File: src/rtl/matrix_order_stream.sv
// Serial valid/ready element loader that fills a zero-padded MAX_DIM x MAX_DIM
// row-major buffer, optionally transposing each r x c matrix on the way in.
module matrix_order_stream #(
    parameter int DATA_WIDTH = 9,
    parameter int MAX_DIM    = 5,
    parameter int DIM_W      = $clog2(MAX_DIM + 1)
) (
    input  logic                                  clk,
    input  logic                                  rst_n,
    input  logic                                  start,
    input  logic [DIM_W-1:0]                      r,
    input  logic [DIM_W-1:0]                      c,
    input  logic                                  transpose,
    input  logic                                  in_valid,
    input  logic [DATA_WIDTH-1:0]                 in_data,
    output logic                                  in_ready,
    output logic [MAX_DIM*MAX_DIM*DATA_WIDTH-1:0] data_out,
    output logic                                  out_valid,
    output logic                                  done,
    output logic                                  busy,
    output logic                                  err
);

    localparam int SLOTS = MAX_DIM * MAX_DIM;
    localparam int IDX_W = $clog2(SLOTS);

    typedef enum logic [1:0] {
        IDLE,
        LOAD,
        DONE
    } state_t;

    state_t state, next_state;

    logic [DIM_W-1:0]      row_q, col_q;
    logic [DIM_W-1:0]      r_q, c_q;
    logic                  tr_q;
    logic [DATA_WIDTH-1:0] mem [SLOTS];

    logic in_ready_q, out_valid_q, done_q, busy_q, err_q;
    logic in_ready_d, out_valid_d, done_d, busy_d, err_d;

    logic             start_seen;
    logic             dims_bad;
    logic             accept;
    logic             reject;
    logic             xfer;
    logic             last_col;
    logic             last_row;
    logic             last_xfer;
    logic [IDX_W-1:0] wr_idx;

    // Start is only looked at when no matrix is being loaded.
    always_comb begin
        start_seen = start && ((state == IDLE) || (state == DONE));
        dims_bad   = (r == '0) || (c == '0) ||
                     (r > DIM_W'(MAX_DIM)) || (c > DIM_W'(MAX_DIM));
        accept     = start_seen && !dims_bad;
        reject     = start_seen && dims_bad;
        xfer       = (state == LOAD) && in_valid && in_ready_q;
        last_col   = (col_q == (c_q - DIM_W'(1)));
        last_row   = (row_q == (r_q - DIM_W'(1)));
        last_xfer  = xfer && last_col && last_row;
    end

    always_comb begin
        if (tr_q)
            wr_idx = IDX_W'(col_q) * IDX_W'(MAX_DIM) + IDX_W'(row_q);
        else
            wr_idx = IDX_W'(row_q) * IDX_W'(MAX_DIM) + IDX_W'(col_q);
    end

    // State register
    always_ff @(posedge clk) begin
        if (!rst_n)
            state <= IDLE;
        else
            state <= next_state;
    end

    // Next-state logic
    always_comb begin
        next_state = state;
        case (state)
            IDLE:    if (accept)    next_state = LOAD;
            LOAD:    if (last_xfer) next_state = DONE;
            DONE:    if (accept)    next_state = LOAD;
            default:                next_state = IDLE;
        endcase
    end

    // Output logic: next values of the registered status outputs
    always_comb begin
        in_ready_d  = (next_state == LOAD);
        busy_d      = (next_state == LOAD);
        done_d      = last_xfer;
        err_d       = reject;
        out_valid_d = out_valid_q;
        if (accept)
            out_valid_d = 1'b0;
        else if (last_xfer)
            out_valid_d = 1'b1;
    end

    always_ff @(posedge clk) begin
        if (!rst_n) begin
            in_ready_q  <= 1'b0;
            out_valid_q <= 1'b0;
            done_q      <= 1'b0;
            busy_q      <= 1'b0;
            err_q       <= 1'b0;
        end else begin
            in_ready_q  <= in_ready_d;
            out_valid_q <= out_valid_d;
            done_q      <= done_d;
            busy_q      <= busy_d;
            err_q       <= err_d;
        end
    end

    // Latched matrix shape and element position counters
    always_ff @(posedge clk) begin
        if (!rst_n) begin
            r_q   <= '0;
            c_q   <= '0;
            tr_q  <= 1'b0;
            row_q <= '0;
            col_q <= '0;
        end else if (accept) begin
            r_q   <= r;
            c_q   <= c;
            tr_q  <= transpose;
            row_q <= '0;
            col_q <= '0;
        end else if (xfer) begin
            if (last_col) begin
                col_q <= '0;
                row_q <= row_q + DIM_W'(1);
            end else begin
                col_q <= col_q + DIM_W'(1);
            end
        end
    end

    // Clearing on every accepted start keeps all unused slots at zero.
    always_ff @(posedge clk) begin
        if (!rst_n || accept) begin
            for (int unsigned k = 0; k < SLOTS; k++)
                mem[k] <= '0;
        end else if (xfer) begin
            mem[wr_idx] <= in_data;
        end
    end

    for (genvar k = 0; k < SLOTS; k++) begin : g_flat
        assign data_out[k*DATA_WIDTH +: DATA_WIDTH] = mem[k];
    end

    assign in_ready  = in_ready_q;
    assign out_valid = out_valid_q;
    assign done      = done_q;
    assign busy      = busy_q;
    assign err       = err_q;

endmodule

File: config.mk
export PLATFORM = sky130hd
export DESIGN_NAME = matrix_order_stream
export DESIGN_NICKNAME = d
export VERILOG_FILES = /design/src/rtl/matrix_order_stream.sv
export SDC_FILE = /design/constraint.sdc
export NUM_CORES = 1
export LEC_CHECK = 0
export BUFFER_PORTS_ARGS = -buffer_cell sky130_fd_sc_hd__buf_2
export CAP_MARGIN = 20
export CORE_ASPECT_RATIO = 0.9
export CORE_MARGIN = 3
export CORE_UTILIZATION = 45
export DETAILED_ROUTE_END_ITERATION = 8
export PLACE_DENSITY = 0.66
export SLEW_MARGIN = 20
export SYNTH_ARGS = -nofsm -noshare
export SYNTH_HDL_FRONTEND = slang
export SYNTH_SLANG_ARGS = --single-unit
File: constraint.sdc
create_clock -name clk -period 4.02 [get_ports clk]
set_clock_uncertainty 0.05 [all_clocks]
set_input_delay 0.201 -clock clk [delete_from_list [all_inputs] [get_ports clk]]
set_output_delay 0.201 -clock clk [all_outputs]
set_load 0.01 [all_outputs]
==> metrics.md, run 1 <==
| Metric | Value |
|---|---|
| Final RePlAce weighted congestion | `0.797` |
| Reg-to-reg endpoint | `mem[22][5]` |
| Crit path from | `row_q[0]` |
| Max Cap Viol | `0` |
| Critical path arrival | `3790 ps` |
| P&R area growth vs syn | `25.7%` |
| DRC viols | `0` |
| CTS tree | `yes` |
| CTS HTree Levels | `1` |
| Root Buffer | `clkbuf_16` |
| Routed vias/inst | `5.49` |
| Clock sink total | `244` |
| Routed Antenna Nets | `0` |
| Largest net degree at the start of global routing | `82` |
| Gr ovfl total | `0` |
| Clk_lat worst skew | `510 ps` |
| Worst Max-Slew Pin Slew | `832 ps` |
| Global-route wire length before repair | `41,200 um` |
| Standard-cell rows | `50` |
| Wire per inst | `21.4 um` |
| Sequential cell area fraction in the yosys report | `0.721` |
| Starting DRC count in detailed routing | `665` |
| Nets | `1,024` |
| Share of layout cells above drive strength 1 | `0.352` |
| Outcome | `complete, no violations` |
| Crit path kind | `flip-flop to flip-flop` |
| Initial antenna violation count | `1` |
| CTS Buf Count | `25` |
| Router iterations before antenna repair | `5` |
| Critical Path RT | `4230 ps` |
| Clock Tree Buf Depth | `3` |
| Die Span X | `162 um` |
| Max-slew violations | `0` |
| Tcrit/Tclk final | `0.890` |
| Setup Fix Bufs, Post-CTS | `0` |
| Syn Area/Cell | `13.7 sq um` |
| Ports | `250` |
| Clk pin slew, worst setup/hold paths | `60 ps` |
| Final setup viols | `0` |
| DIE HEIGHT | `147 um` |
| Final min period | `3580 ps` |
| Gate Count Post-Synth | `721` |
| Vias in the first global route | `6,788` |
| Drt total wl | `27,700 um` |
| VDD IR max | `283 uV` |
| Worst slew margin | `0.442` |
| Syn nets | `759` |
| Dpl hpwl | `19,000 um` |
| Die ar. | `23,800 sq um` |
| Commonest non-fill, non-tap cells in the layout | `buf_2 (249), nor3_1 (225), edfxtp_1 (225), buf_4 (46), nand2_1 (45)` |
| Setup_tns | `0 ps` |
| Static leakage | `5.00 nW` |
| P per Cell Area | `453 nW/um^2` |
| Via count | `7,079` |
| R2R depth | `11` |
| YS warnings | `0` |
| Commonest non-fill, non-tap cell in the layout | `buf_2` |
| Global-route usage over all layers | `0.226` |
| Crit end category | `flip-flop` |
| Filler Cell Count | `1,700` |
| CP Capture Point | `mem[22][5]` |
| Synth async-reset ratio | `0` |
| Initial Util | `0.467` |
| Post-Syn Area | `9900 sq um` |
| Final Hold Viols | `0` |
| Number of synthesized flops with an enable pin | `225` |
| Core box area | `21,200 sq um` |
| RSZ-0062 raised after global routing | `false` |
| CP Launch Type | `flip-flop` |
| Worst r2r src | `row_q[0]` |
| R2R setup slack | `440 ps` |
| Post-synthesis register bit count | `244` |
| F_max | `279 MHz` |
| Port bufs | `249` |
| Type of the worst min-delay path | `input pin to flip-flop` |
| Tot Pwr | `5.64 mW` |
| Crit-path max FO | `24` |
| Count of different cell masters after synthesis | `45` |
| Synth Flop Type | `edfxtp_1` |
[area by class of cell]
| class | count | area [sq um] | area share |
|---|---|---|---|
| timing repair buffer | 303 | 1680 | 0.135 |
| tap | 286 | 358 | 0.0288 |
| sequential | 244 | 7140 | 0.573 |
| clock inverter | 16 | 154 | 0.0124 |
| multi-input combinational | 405 | 2450 | 0.197 |
| antenna | 1 | 2.50 | 0.000201 |
| clock buffer | 28 | 637 | 0.0512 |
| inverter | 7 | 26.3 | 0.00211 |
[flip-flops by register name, indices dropped and copies added (netlist names)]
signal	cells
c_q	3
busy	1
out_valid	1
row_q	3
tr_q	1
mem	225
r_q	3
col_q	3
err	1
state	2
done	1
[how the worst min path moves through the flow]
stage                 to  cells after the start  slack, ps      start
floorplan           tr_q                      1        280      rst_n
global route         err                      4         70      start
global placement    tr_q                      3        420  transpose
detailed placement  tr_q                      3        430  transpose
finish               err                      4         30      start
CTS                  err                      4         10      start
[cells in the mapped netlist, types with 4 or more instances]
cell      count  area [sq um]
edfxtp_1    225          6760
nor3_1      225          1130
nand2_1      48           180
clkbuf_1     33           124
o31ai_1      25           188
dfxtp_1      19           380
buf_2        18          90.1
ha_1         18           225
nor2_1       13          48.8
nor2b_1      12          75.1
mux2i_1      10           100
inv_1         7          26.3
xnor2_1       7          61.3
xor2_1        7          61.3
buf_6         6          67.6
a21oi_1       4          20.0
buf_4         4          30.0
[report_power, final]
part           switching [mW]  total [mW]  leakage (nW)  internal [mW]
clock network           0.923        2.25         0.396           1.33
registers              0.0575        2.97          2.53           2.92
logic                   0.265       0.420          2.07          0.155
total                    1.25        5.64          5.00           4.40
[cell families (layout without fill, tap and decap cells)]
kind of cell / count (synthesis) / count (layout) / share of synthesized area
buffers and inverters: 72 / 354 / 0.0368
AND/OR/NAND/NOR: 320 / 320 / 0.162
adder cells (fa/ha/maj): 18 / 18 / 0.0227
XOR/XNOR: 15 / 15 / 0.0147
other: 0 / 1 / 0
flip-flops: 244 / 244 / 0.721
multiplexers: 12 / 12 / 0.0124
AO/OA/AOI/OAI: 40 / 40 / 0.0305
[what timing repair did]
item | CTS | global route
hold buffers | 7 | 0
gates resized for setup | 0 | 0
endpoints found under the hold margin | 8 | 0
[per-stage QoR]
stage	instances	worst slack, ps	utilization	hold slack (ps)	cell area, sq um
after floorplan	721	463	-	279	9900
after global placement	1238	245	0.545	425	11600
after detailed placement	1238	455	0.546	428	11600
after CTS	1289	448	0.587	12.8	12400
after global routing	1290	210	0.587	69.9	12400
final	1290	441	0.587	34.4	12400
[routing by layer]
metal / routed length, um / global-route usage / share of wire / vias to the layer above
met5: 0 / 0 / 0 / -
met4: 716 / 0.0623 / 0.026 / 0
met3: 2550 / 0.0476 / 0.092 / 53
met2: 12700 / 0.357 / 0.46 / 373
met1: 11700 / 0.320 / 0.42 / 3398
li1: - / - / - / 3255
[critical path: stages, from the launching register on]
cell     delay, ps
dfxtp_1        430
ha_1           270
ha_1           320
xor2_1         200
ha_1           210
a21oi_1        120
mux2_2         360
or2_2          330
nand2_2        340
buf_4          350
o31ai_1        120
buf_4          220
(Power assumes the default switching activity.)
==> run 2, diff against run 1 <==
--- a/config.mk
+++ b/config.mk
@@ -12,6 +12,7 @@
 export CORE_UTILIZATION = 45
 export DETAILED_ROUTE_END_ITERATION = 8
 export PLACE_DENSITY = 0.66
+export SETUP_SLACK_MARGIN = 0.5
 export SLEW_MARGIN = 20
 export SYNTH_ARGS = -nofsm -noshare
 export SYNTH_HDL_FRONTEND = slang
==> run 2 against run 1 <==
Power increased by 0.89%. Sequential power about the same. Maximum frequency increased by 5.5%. First-iteration DRC count increased by 5.6%. Via count increased by 0.57%. Setup slack improved by 190 ps. Largest power group unchanged. Clock-buffer cell count decreased by 3. Register-to-register slack improved by 190 ps. Global-route usage decreased by 0.080 points.
==> metrics.md, run 2 (same netlist as run 1, synthesis figures left out) <==
| Metric | Value |
|---|---|
| Outcome | `complete, no violations` |
| R2R depth | `11 (unchanged)` |
| Ports | `250 (unchanged)` |
| Starting DRC count in detailed routing | `702 (+5.6%)` |
| WP buf/inv | `2 (unchanged)` |
| Final setup viols | `0 (unchanged)` |
| R2R setup slack | `630 ps (+190 ps)` |
| Max-slew violations | `0 (unchanged)` |
| F_max | `295 MHz (+5.5%)` |
| Core box area | `21,200 sq um (unchanged)` |
| Initial antenna violation count | `0 (-1)` |
| Cell mode on critical path | `ha_1` |
| Worst Max-Slew Pin Slew | `613 ps (-219 ps)` |
| Fin cells | `1,289 (-0.078%)` |
| P per Cell Area | `453 nW/um^2 (about the same)` |
| Root Buffer | `clkbuf_16` |
| VDD IR max | `294 uV (+3.8%)` |
| Commonest non-fill, non-tap cell in the layout | `buf_2` |
| Vias in the first global route | `6,750 (-0.56%)` |
| Commonest non-fill, non-tap cells in the layout | `buf_2 (249), nor3_1 (225), edfxtp_1 (225), nand2_1 (44), buf_4 (40)` |
| Final min period | `3390 ps (-187 ps)` |
| Largest register FFs | `225 (unchanged)` |
| Clk pin slew, worst setup/hold paths | `70 ps (about the same)` |
| Placed cell area | `11,600 sq um (unchanged)` |
| Router iterations before antenna repair | `5 (unchanged)` |
| Routed Antenna Nets | `0 (unchanged)` |
| Clock sink total | `244 (unchanged)` |
| Hold path depth | `2 (-2)` |
| P&R area growth vs syn | `26.9%` |
| Worst r2r src | `row_q[0]` |
| Drt total wl | `27,900 um (+0.72%)` |
| DIE HEIGHT | `147 um (unchanged)` |
| Global-route usage over all layers | `0.225 (-0.000796)` |
| Gr ovfl total | `0 (unchanged)` |
| Static leakage | `5.02 nW (+0.40%)` |
| Port bufs | `249 (unchanged)` |
| Share of layout cells above drive strength 1 | `0.355 (+0.00299)` |
| Clock Tree Buf Depth | `3 (unchanged)` |
| Final Cell Area | `12,600 sq um (+0.94%)` |
| Tcrit/Tclk final | `0.844 (-0.0465)` |
| Worst path depth | `11 (unchanged)` |
| CP max stage cell | `or2_2` |
| Crit end category | `flip-flop` |
| CTS HTree Levels | `1 (unchanged)` |
| Dpl hpwl | `19,200 um (+1.1%)` |
| Nets | `1,023 (-0.098%)` |
| Crit-path max FO | `47 (+96%)` |
| Die Span X | `162 um (unchanged)` |
| Slowest Stage Delay on Critical Path | `370 ps (-60 ps)` |
| Delay-heaviest family, CP | `adder cells` |
| Worst-path cell chain | `ha_1 > ha_1 > xor2_1 > ha_1 > a21oi_1 > mux2_2 > or2_2 > nand2_4 > buf_12 > o31ai_1 > buf_4` |
| Critical Path RT | `4250 ps (+20 ps)` |
| Diodes inserted | `0 (-1)` |
| Max Cap Viol | `0 (unchanged)` |
| Type of the worst min-delay path | `input pin to flip-flop` |
| Routed vias/inst | `5.52 (+0.64%)` |
| DRC viols | `0 (unchanged)` |
| CTS Buf Count | `25 (unchanged)` |
| Final RePlAce weighted congestion | `0.832 (+4.5%)` |
| Clk_lat worst skew | `520 ps (about the same)` |
| Biggest register | `mem` |
| Standard-cell rows | `50 (unchanged)` |
| Placed insts | `1,235 (-0.24%)` |
| CP Launch Type | `flip-flop` |
| Setup_tns | `0 ps (unchanged)` |
| Die ar. | `23,800 sq um (unchanged)` |
| Final Hold Viols | `0 (unchanged)` |
| Worst slew margin | `0.592 (+0.149)` |
| Global-route wire length before repair | `41,000 um (-0.42%)` |
| CTS tree | `yes` |
| Via count | `7,119 (+0.57%)` |
| Largest net degree at the start of global routing | `80 (-2.4%)` |
| Reg-to-reg endpoint | `mem[7][2]` |
| Wire per inst | `21.6 um (+0.80%)` |
| Hold Crit Start | `rst_n` |
| Initial Util | `0.467 (unchanged)` |
| Worst hold endpoint | `state[1]` |
| Crit path kind | `flip-flop to flip-flop` |
| RSZ-0062 raised after global routing | `true` |
| Critical path arrival | `3630 ps (-160 ps)` |
run 2: cell types whose count changed in the layout (fill, tap and decap cells not counted), sizes merged:
cell,change
clkbuf,-3
inv,+1
buf,-2
clkinv,-1
dlygate4sd3,+1
diode,-1
clkinvlp,+4
run 2: power breakdown:
group / internal, mW / switching [mW]
combinational: 0.162 / 0.270
sequential: 2.92 / 0.0612
clock: 1.33 / 0.955
run 2: area by class of cell:
cell class,count,area [sq um]
clock buffers,25,626
clock inverters,20,184
fillers,1696,8650
inverters,7,26.3
multi-input cells,405,2510
flip-flops and latches,244,7140
well taps,286,358
repair buffers,302,1720
run 2: through the flow:
| step | power, mW | setup WS (ps) | hold slack [ps] | utilization |
|---|---|---|---|---|
| after global routing | 5.87 | 477 | 28.5 | 0.592 |
| final | 5.69 | 628 | 10.9 | 0.592 |
| after detailed placement | 3.45 | 447 | 411 | 0.546 |
| after floorplan | 3.20 | 463 | 279 | - |
| after CTS | 5.72 | 466 | 3.60 | 0.589 |
| after global placement | 3.45 | 563 | 397 | 0.546 |
run 2: worst max path at each step:
stage	from	endpoint	slack (ps)
final	row_q[0]	mem[7][2]	630
after global routing	row_q[2]	mem[9][0]	480
after CTS	row_q[2]	mem[10][7]	470
after detailed placement	row_q[2]	mem[3][4]	450
after global placement	row_q[2]	mem[15][5]	560
after floorplan	row_q[2]	mem[21][0]	460
run 2: what timing repair did:
action	in CTS	in global routing
hold buffers	8	0
endpoints found under the hold margin	8	0
setup endpoints to repair	69	203
resized for setup	3	13
buffers inserted	0	1
pin swaps	0	1
run 2: per-layer routing:
layer	GRT usage	vias to the layer above	routed length, um
li1	-	3271	-
met1	0.327	3399	11500
met2	0.345	403	12600
met3	0.0555	46	3060
met4	0.0537	0	687
met5	0	-	0
==> run 3, diff against run 2 <==
--- a/config.mk
+++ b/config.mk
@@ -5,13 +5,14 @@
 export SDC_FILE = /design/constraint.sdc
 export NUM_CORES = 1
 export LEC_CHECK = 0
+export ABC_AREA = 1
 export BUFFER_PORTS_ARGS = -buffer_cell sky130_fd_sc_hd__buf_2
 export CAP_MARGIN = 20
 export CORE_ASPECT_RATIO = 0.9
 export CORE_MARGIN = 3
 export CORE_UTILIZATION = 45
 export DETAILED_ROUTE_END_ITERATION = 8
-export PLACE_DENSITY = 0.66
+export PLACE_DENSITY = 0.69
 export SETUP_SLACK_MARGIN = 0.5
 export SLEW_MARGIN = 20
 export SYNTH_ARGS = -nofsm -noshare
==> constraint.sdc (replaced) <==
create_clock -name clk -period 2.9 [get_ports clk]
set_clock_uncertainty 0.05 [all_clocks]
set_input_delay 0.145 -clock clk [delete_from_list [all_inputs] [get_ports clk]]
set_output_delay 0.145 -clock clk [all_outputs]
set_load 0.01 [all_outputs]
==> run 3 against run 2 <==
Clock-buffer cell count grew 7. Non-clock buffer count grew 58. Sequential share of layout area down 8.1 points. Utilization grew 10 points. Final cell count grew 9.4%. Area after synthesis decreased by 0.49%. Critical path type unchanged. Largest power group unchanged.
==> metrics.md, run 3 <==
| Metric | Value |
|---|---|
| Nets | `1,145 (+12%)` |
| Worst slew margin | `0.475 (-0.116)` |
| Worst r2r src | `row_q[2]` |
| Ports | `250 (unchanged)` |
| Delay-heaviest family, CP | `adder cells` |
| Pre-CTS setup slack | `40.4 ps (-406 ps)` |
| Syn nets | `798 (+5.1%)` |
| Diodes inserted | `0 (unchanged)` |
| Via count | `7,577 (+6.4%)` |
| CTS tree | `yes` |
| Crit path kind | `flip-flop to flip-flop` |
| Max Cap Viol | `0 (unchanged)` |
| Critical Path RT | `3090 ps (-1160 ps)` |
| Worst path depth | `14 (+3)` |
| Root Buffer | `clkbuf_16` |
| Wire per inst | `20.6 um (-4.5%)` |
| Routed Antenna Nets | `0 (unchanged)` |
| WP buf/inv | `3 (+1)` |
| Post-layout util | `0.694 (+0.101)` |
| Clock sink total | `244 (unchanged)` |
| Worst hold endpoint | `mem[14][4]` |
| CTS HTree Levels | `1 (unchanged)` |
| Commonest non-fill, non-tap cells in the layout | `buf_2 (249), edfxtp_1 (225), nor2_1 (84), nor3_1 (73), nor3_2 (65)` |
| Synth Flop Type | `edfxtp_1` |
| Final RePlAce weighted congestion | `0.785 (-5.7%)` |
| Drt total wl | `29,100 um (+4.5%)` |
| RSZ-0062 raised after global routing | `true` |
| Top-count cell post-synth | `edfxtp_1` |
| Global-route wire length before repair | `43,000 um (+4.8%)` |
| Type of the worst min-delay path | `input pin to flip-flop` |
| GR Util met3 | `0.0349 (-0.0206)` |
| Clk pin slew, worst setup/hold paths | `60 ps (about the same)` |
| Filler Cell Count | `1,460 (-14%)` |
| Vias in the first global route | `7,247 (+7.4%)` |
| Crit end category | `flip-flop` |
| DIE HEIGHT | `146 um (-0.24%)` |
| Critical path arrival | `2890 ps (-740 ps)` |
| Hold Crit Start | `in_data[4]` |
| Worst-path cell chain | `ha_4 > ha_4 > nand2_2 > and2_4 > ha_4 > a21oi_4 > inv_1 > nand2_2 > nand3_4 > nand2_8 > nand3_4 > buf_8 > o21ai_4 > buf_12` |
| Core box area | `21,100 sq um (-0.29%)` |
| P&R area growth vs syn | `48.8%` |
| Gr ovfl total | `0 (unchanged)` |
| Post-Syn Area | `9850 sq um (-0.49%)` |
| Static leakage | `5.96 nW (+19%)` |
| P per Cell Area | `549 nW/um^2 (+21%)` |
| Initial Util | `0.466 (-0.000926)` |
| R2R setup slack | `200 ps (-430 ps)` |
| Cell mode on critical path | `ha_4` |
| Cell taking the most area after synthesis | `edfxtp_1` |
| Max-slew violations | `0 (unchanged)` |
| F_max | `370 MHz (+26%)` |
| Post-synthesis register bit count | `244 (unchanged)` |
| FF/Latch Area | `7150 sq um (+0.21%)` |
| Hold path depth | `3 (+1)` |
| Setup_tns | `0 ps (unchanged)` |
| Tcrit/Tclk final | `0.931 (+0.0876)` |
| Final setup viols | `0 (unchanged)` |
| Multi-input gate area in the final layout | `3580 sq um (+43%)` |
| Final min period | `2700 ps (-691 ps)` |
| Sequential cell area fraction in the yosys report | `0.724 (+0.00357)` |
| Final Hold Viols | `0 (unchanged)` |
| Reg-to-reg endpoint | `mem[17][8]` |
| Area fraction of the dominant cell type after synthesis | `0.686 (+0.00338)` |
| Syn Area/Cell | `13.0 sq um (-5.6%)` |
| Routed vias/inst | `5.37 (-2.7%)` |
| Gate Count Post-Synth | `760 (+5.4%)` |
| R2R depth | `14 (+3)` |
| Number of synthesized flops with an enable pin | `225 (unchanged)` |
| PnR worst setup slack | `199 ps (-429 ps)` |
| Worst Max-Slew Pin Slew | `786 ps (+173 ps)` |
| Port bufs | `249 (unchanged)` |
| Most Crowded Layer GR | `met2` |
| Share of layout cells above drive strength 1 | `0.512 (+0.158)` |
| CTS Buf Count | `26 (+4.0%)` |
| Slowest Stage Delay on Critical Path | `350 ps (-20 ps)` |
| Largest net degree at the start of global routing | `27 (-66%)` |
| Starting DRC count in detailed routing | `575 (-18%)` |
| Global-route usage over all layers | `0.235 (+0.00966)` |
| Die Span X | `162 um (-0.24%)` |
| Crit-path max FO | `8 (-83%)` |
| Clock Tree Buf Depth | `3 (unchanged)` |
| Count of different cell masters after synthesis | `32 (-29%)` |
| VDD IR max | `290 uV (-1.5%)` |
| Met2 Track Usage GR | `0.395 (+0.0504)` |
| Outcome | `complete, no violations` |
| Biggest register | `mem` |
| Post-synth top cells | `edfxtp_1 (225), nor3_1 (139), nor2_1 (95)` |
| Router iterations before antenna repair | `5 (unchanged)` |
| CP max stage cell | `dfxtp_4` |
| Clk_lat worst skew | `520 ps (about the same)` |
| Synth area leaders | `edfxtp_1 (69%), nor3_1 (7.1%), dfxtp_1 (3.9%), nor2_1 (3.6%), ha_1 (2.3%)` |
| Synth async-reset ratio | `0 (unchanged)` |
| Largest register FFs | `225 (unchanged)` |
| Initial antenna violation count | `0 (unchanged)` |
| YS warnings | `0 (unchanged)` |
| Dpl hpwl | `17,600 um (-8.3%)` |
| Commonest non-fill, non-tap cell in the layout | `buf_2` |
| Met1 usage | `0.314 (-0.0128)` |
| DRC viols | `0 (unchanged)` |
| CP Launch Type | `flip-flop` |
| Die ar. | `23,700 sq um (-0.47%)` |
| Standard-cell rows | `50 (unchanged)` |
[run 3: through the flow]
step / hold WS (ps) / cells / total power [mW] / area [sq um]
after floorplan: 243 / 760 / 4.55 / 10300
after global placement: 373 / 1272 / 4.86 / 11800
after detailed placement: 390 / 1272 / 4.86 / 11800
after CTS: 93.6 / 1397 / 8.05 / 14200
after global routing: 131 / 1410 / 8.30 / 14700
final: 123 / 1410 / 8.06 / 14700
[run 3: repair_timing]
| action | 4_1_cts | 5_1_grt |
|---|---|---|
| gates cloned | 17 | 6 |
| pin swaps | 31 | 25 |
| resized for setup | 137 | 77 |
| endpoints found under the setup margin | 450 | 450 |
| setup buffers | 46 | 7 |
| hold endpoints to repair | 15 | 0 |
| hold buffers | 17 | 0 |
[run 3: how the worst max path moves through the flow]
stage,startpoint,to
floorplan,row_q[2],mem[12][0]
global placement,col_q[0],mem[22][7]
detailed placement,row_q[0],mem[22][6]
CTS,row_q[2],mem[0][5]
global route,row_q[2],mem[17][4]
finish,row_q[2],mem[17][8]
[run 3: worst reg2reg max path: stages, from the launching register on]
cell	delay (ps)
dfxtp_4	350
ha_4	240
ha_4	280
nand2_2	50
and2_4	160
ha_4	160
a21oi_4	120
inv_1	60
nand2_2	80
nand3_4	100
nand2_8	150
nand3_4	120
buf_8	160
o21ai_4	180
buf_12	160
[run 3: report_power, final]
group	switching, mW	internal (mW)
Sequential	0.0710	4.04
Combinational	0.554	0.333
Clock	1.32	1.74
Total	1.95	6.11
[run 3: layout make-up]
cell class,count,share of cell area
repair buffers,360,0.178
flip-flops and latches,244,0.488
clock inverters,13,0.00700
clock buffers,32,0.0459
inverters,49,0.0127
well taps,286,0.0244
multi-input cells,426,0.244
[run 3: logic make-up (layout without fill, tap and decap cells)]
group,count (synthesis),count (layout),synth area share
AND/OR/NAND/NOR,339,352,0.171
flip-flops,244,244,0.724
buffers and inverters,107,454,0.0509
AO/OA/AOI/OAI,40,44,0.0203
adder cells (fa/ha/maj),18,18,0.0229
XOR/XNOR,12,12,0.0107
[run 3: routing by layer]
| metal | vias to the layer above | routed length [um] | share of wire |
|---|---|---|---|
| li1 | 3431 | - | - |
| met1 | 3694 | 11500 | 0.40 |
| met2 | 387 | 14400 | 0.50 |
| met3 | 65 | 2150 | 0.074 |
| met4 | 0 | 998 | 0.034 |
| met5 | - | 0 | 0 |
